==> src/rtl/reg_serial_reader.sv <==
// Captures a parallel word on start and streams it out one bit per accepted
// valid/ready transfer, pulsing done once the whole word has drained.
module reg_serial_reader #(
   parameter int WIDTH     = 8,
   parameter bit LSB_FIRST = 1'b1
) (
   input  logic             clk,
   input  logic             rst,
   input  logic             start,
   input  logic [WIDTH-1:0] d,
   output logic             ser_out,
   output logic             ser_valid,
   input  logic             ser_ready,
   output logic             busy,
   output logic             done
);

   localparam int CW = $clog2(WIDTH) + 1;
   localparam logic [CW-1:0] LAST_CNT = CW'(WIDTH - 1);

   localparam logic [1:0] S_IDLE  = 2'd0;
   localparam logic [1:0] S_SHIFT = 2'd1;
   localparam logic [1:0] S_DONE  = 2'd2;

   logic [1:0]       r_state;
   logic [WIDTH-1:0] r_shreg;
   logic [CW-1:0]    r_cnt;
   logic             w_xfer;
   logic             w_head_bit;
   logic [WIDTH-1:0] w_shreg_next;

   // Outputs decode from registered state only, so ser_valid never sees ser_ready.
   assign ser_valid = (r_state == S_SHIFT);
   assign busy      = (r_state != S_IDLE);
   assign done      = (r_state == S_DONE);

   assign w_head_bit   = LSB_FIRST ? r_shreg[0] : r_shreg[WIDTH-1];
   assign ser_out      = ser_valid & w_head_bit;
   assign w_xfer       = ser_valid & ser_ready;
   assign w_shreg_next = LSB_FIRST ? (r_shreg >> 1) : (r_shreg << 1);

   always_ff @(posedge clk or posedge rst) begin
      if (rst) begin
         r_state <= S_IDLE;
         r_shreg <= '0;
         r_cnt   <= '0;
      end else begin
         case (r_state)
            S_IDLE: begin
               if (start) begin
                  r_shreg <= d;
                  r_cnt   <= '0;
                  r_state <= S_SHIFT;
               end
            end
            S_SHIFT: begin
               if (w_xfer) begin
                  r_shreg <= w_shreg_next;
                  r_cnt   <= r_cnt + 1'b1;
                  if (r_cnt == LAST_CNT) r_state <= S_DONE;
               end
            end
            S_DONE:  r_state <= S_IDLE;
            default: r_state <= S_IDLE;
         endcase
      end
   end

endmodule

==> config.mk <==
export PLATFORM = sky130hd
export DESIGN_NAME = reg_serial_reader
export DESIGN_NICKNAME = d
export VERILOG_FILES = /design/src/rtl/reg_serial_reader.sv
export SDC_FILE = /design/constraint.sdc
export NUM_CORES = 1
export LEC_CHECK = 0
export ABC_AREA = 1
export BUFFER_PORTS_ARGS = -buffer_cell sky130_fd_sc_hd__buf_2
export CAP_MARGIN = 20
export CORE_UTILIZATION = 50
export DETAILED_ROUTE_END_ITERATION = 12
export HOLD_SLACK_MARGIN = 0.1
export PLACE_DENSITY = 0.74
export RECOVER_POWER = 100
export REMOVE_ABC_BUFFERS = 1
export SYNTH_ARGS = -nofsm -noshare
export SYNTH_HDL_FRONTEND = slang
export SYNTH_SLANG_ARGS = --single-unit
==> constraint.sdc <==
create_clock -name clk -period 1.7 [get_ports clk]
set_input_delay 0.34 -clock clk [delete_from_list [all_inputs] [get_ports clk]]
set_output_delay 0.34 -clock clk [all_outputs]
set_load 0.005 [all_outputs]
Word-level counts from Yosys, hierarchy flattened

Index checks and enable logic that the tools add are counted.

Add/sub/neg operators: 1
Equal/unequal tests: 6
Mux-type cells: 10
Bitwise logic cells: 2
Reductions and logical operators: 5

Operators with widths:

| cell                  | number |
|---|---|
| $mux W8               | 2 |
| $pmux W8 S2           | 1 |
| $mux W4               | 2 |
| $pmux W4 S2           | 1 |
| $mux W2               | 3 |
| $reduce_and A3 Y1     | 2 |
| $add A4 B1 Y4 const B | 1 |
| $eq A4 B3 Y1 const B  | 1 |
| $ne A2 B1 Y1 const B  | 2 |
| $pmux W2 S2           | 1 |
| $reduce_bool A2 Y1    | 2 |
| $and A1 B1 Y1         | 2 |
| $eq A2 B1 Y1 const B  | 1 |
| $eq A2 B2 Y1 const B  | 1 |
| $logic_not A2 Y1      | 1 |
| $ne A2 B2 Y1 const B  | 1 |

Bits in registers: 14
Word-level logic and storage cells: 27

Logic depth before layout (Yosys ltp)

Depth after elaboration: 4
Mapped depth: 7
Mapped depth without buffers: 7

Worst setup path before layout

OpenSTA, ideal clock, no wires.

Path kind: register to output
Start point: reg r_state[1]
End point: out ser_out
Data arrival time: 0.836 ns
Data required time: 1.360 ns
Path slack: 0.524 ns
Cell stages (with the launch flop): 5
Path buffers: 1
Cell sequence: dfrtp_1 > inv_2 > nand2_2 > clkbuf_8 > nor2_1

Word-level cells in the longest chain between the ends: 2

Ends and longest elaborated chain:

| what                     | line | text |
|---|---|---|
| start: declaration       | 25   | `logic [1:0] r_state;` |
| start signal: assignment | 44   | `r_state <= S_IDLE;` |
| start signal: assignment | 53   | `r_state <= S_SHIFT;` |
| start signal: assignment | 60   | `if (r_cnt == LAST_CNT) r_state <= S_DONE;` |
| $eq A2 B1 Y1             | 33   | `assign ser_valid = (r_state == S_SHIFT);` |
| $and A1 B1 Y1            | 38   | `assign ser_out = ser_valid & w_head_bit;` |
| end: declaration         | 11   | `output logic ser_out,` |

Every way passes these cells.

Worst setup path in the final report

Start point: reg r_state[1]
End point: out ser_valid

Word-level cells in the longest chain between the ends: 1

Ends and longest elaborated chain:

| what             | line | text |
|---|---|---|
| $eq A2 B1 Y1     | 33   |  |
| end: declaration | 12   | `output logic ser_valid,` |

Every way passes these cells.

==> impl_metrics.py <==
metrics = {
    "global_route": {
        "grt_pass1_vias": 492,
        "grt_antenna_before_repair": 0,
        "grt_pass1_wl_um": 1994,
        "grt_overflow_total": 0,
        "grt_max_degree": 20,
        "track_usage_pct": 19.74,
    },
    "pwr": {
        "ir_worst_vdd_v": 0.0007921,
        "power_w": 0.001171,
        "powerDensity_nw_per_um2": 1414,
        "p_leak_nw": 0.4279,
    },
    "job": {
        "max_cap_viol_count": 0,
    },
    "clock_network": {
        "cts_tree": "yes",
        "clockBufferDepth": 2,
        "cts-root-buf": "clkbuf_4",
        "cts_max_level": 1,
        "cts_setup_buffers": 0,
        "cts.sinks": 14,
        "clk_pin_slew_ns": 0.07,
        "worst_skew_pair.late_latency_ns": 0.27,
        "cts_inserted_buffers": 3,
    },
    "synthesis": {
        "ys_ff_latch": 14,
        "synth_top_area_share_pct": 47.06,
        "yosysTopAreaCell": "dfrtp_1",
        "ys_types": 20,
        "yosysSeqAreaShare_pct": 47.06,
        "synth_commonest_cells": "nand2_1 (31), dfrtp_1 (14), inv_1 (14)",
        "async_flop_share_pct": 100.0,
        "yosysMostFrequentCell": "nand2_1",
        "ys_top_cells_by_area": "dfrtp_1 (47%), nand2_1 (16%), inv_1 (7.1%)",
        "syn_area_per_cell_um2": 7.836,
        "yosys_warnings": 0,
        "synth_area_um2": 744.5,
        "postSynthCellCount": 95,
        "ys.flop_type": "dfrtp_1",
        "synth_edf_count": 0,
    },
    "outcome": {
        "status": "finished, final reports clean",
    },
    "floorplan": {
        "die_area_um2": 1647,
        "io_pins": 16,
        "start_util_pct": 55.14,
        "rows": 13,
        "die_w_um": 40.59,
        "die_h_um": 40.59,
        "coreArea_um2": 1350,
    },
    "route": {
        "drt_pass1_iterations": 4,
        "drt-initial-drc-count": 5,
        "ant_nets": 0,
        "vias": 605,
        "drc_errors": 0,
        "detail_route.vias_per_cell": 4.764,
        "post_drt_wl_per_cell_um": 10.27,
        "finalWirelength_um": 1304,
    },
    "place": {
        "gp_congestion": 0.7986,
        "place_ws_ns": 0.3358,
        "place_hpwl_um": 961.9,
        "io_buffer_count": 15,
        "dp_cells": 123,
    },
    "cells_and_area": {
        "n_antenna_cell": 0,
        "syn2layout_area_growth_pct": 11.26,
        "fin_cells": 127,
        "nets": 127,
        "drive_above_1_share_pct": 16.96,
    },
    "timing": {
        "hold_viol": 0,
        "max_slew_margin_pct": 66.36,
        "rsz0062_at_grt": "no",
        "tightest_slew_ns": 0.5040,
        "fin_ws_ns": 0.1599,
        "setup-tns-final_ns": 0,
        "slew_violations": 0,
        "fin_skew_ns": 0.003694,
        "finalSetupViolations": 0,
        "period_minus_slack_ns": 1.540,
        "period_share_pct": 90.59,
        "fmax_mhz": 649.3,
    },
    "critical_path": {
        "worstPathRequired_ns": 1.36,
        "end_kind": "output port",
        "path_class": "reg2out",
        "arrival_ns": 1.20,
        "worstPathCellList": "inv_2 > nand2_4 > inv_1 > buf_2",
        "slowest_delay_ns": 0.40,
        "cp_max_fo": 19,
        "rrSetupSlack_ns": 0.37,
        "slowest_stage": "dfrtp_1",
        "startpoint_type": "register",
    },
    "hold_path": {
        "hp-class": "in2reg",
    },
}
[critical path, delay by kind of cell, from the launching register on]
| kind | cells | cell delay (ns) |
|---|---|---|
| flops | 1 | 0.40 |
| simple gates | 1 | 0.13 |
| buf+inv | 3 | 0.41 |
[final timing paths]
check | startpoint | to | cells after the start
max | r_state[1] | ser_valid | 4
min | ser_ready | r_state[1] | 3
max reg2reg | r_state[0] | r_shreg[6] | 5
min reg2reg | r_shreg[7] | r_shreg[7] | 2
max in group asynchronous | rst | r_cnt[3] | 3
min in group asynchronous | rst | r_shreg[3] | 3
[repair_timing]
item	4_1_cts	5_1_grt
endpoints found under the setup margin	0	1
hold buffers	1	0
gates resized for setup	0	2
endpoints found under the hold margin	8	0
[registers in the layout, summed over array words and instances, names as in the netlist]
| signal | cells |
|---|---|
| r_shreg | 8 |
| r_cnt | 4 |
| r_state | 2 |
[power breakdown]
part | switching, W | internal [W] | leakage [nW]
logic | 0.000289 | 0.000178 | 0.233
registers | 0.0000790 | 0.000451 | 0.181
clock network | 0.0000921 | 0.0000820 | 0.0138
[through the flow]
step                      hold slack [ns]  cell area [um^2]  util [%]
final                              0.3301             828.3     61.35
after global placement             0.3916             813.3     60.24
after CTS                          0.3213             845.8     62.65
after detailed placement           0.3944             813.3     60.24
after floorplan                    0.2292             719.4         -
after global routing               0.3305             828.3     61.35
[final cells by class]
type | count | area, um^2
Clock buffer | 3 | 22.52
Multi-Input combinational cell | 63 | 291.5
Fill cell | 135 | 521.8
Tap cell | 15 | 18.77
Timing Repair Buffer | 16 | 82.58
Inverter | 16 | 62.56
Sequential cell | 14 | 350.3
[routing by layer]
metal  global-route usage, %  routed length (um)  vias up  part of all wire (%)
li1                        -                   -      334                     -
met1                   23.57                 619      255                    47
met2                   31.35                 603       14                    46
met3                   10.00                  67        2                   5.1
met4                   5.000                  13        0                   1.0
met5                       0                   0        -                     0
[cell families after synthesis]
| logic type | after synthesis | share of synthesized area (%) |
|---|---|---|
| compound gates | 17 | 12.94 |
| fa+ha+maj | 1 | 1.680 |
| buf+inv | 18 | 11.76 |
| flops | 14 | 47.06 |
| simple gates | 45 | 26.55 |
[cells in the final DEF, fill, tap and decap left out, types with 2 or more instances in the layout]
cell      netlist  routed
buf_2           0      13
clkbuf_1        0       2
clkbuf_4        0       3
dfrtp_1        14      14
inv_1          14      14
nand2_1        31      32
nand3_1         3       4
nand4_1         2       2
nor2_1          5       5
o21ai_0         8      14
Power figures use the tool's default switching activity.
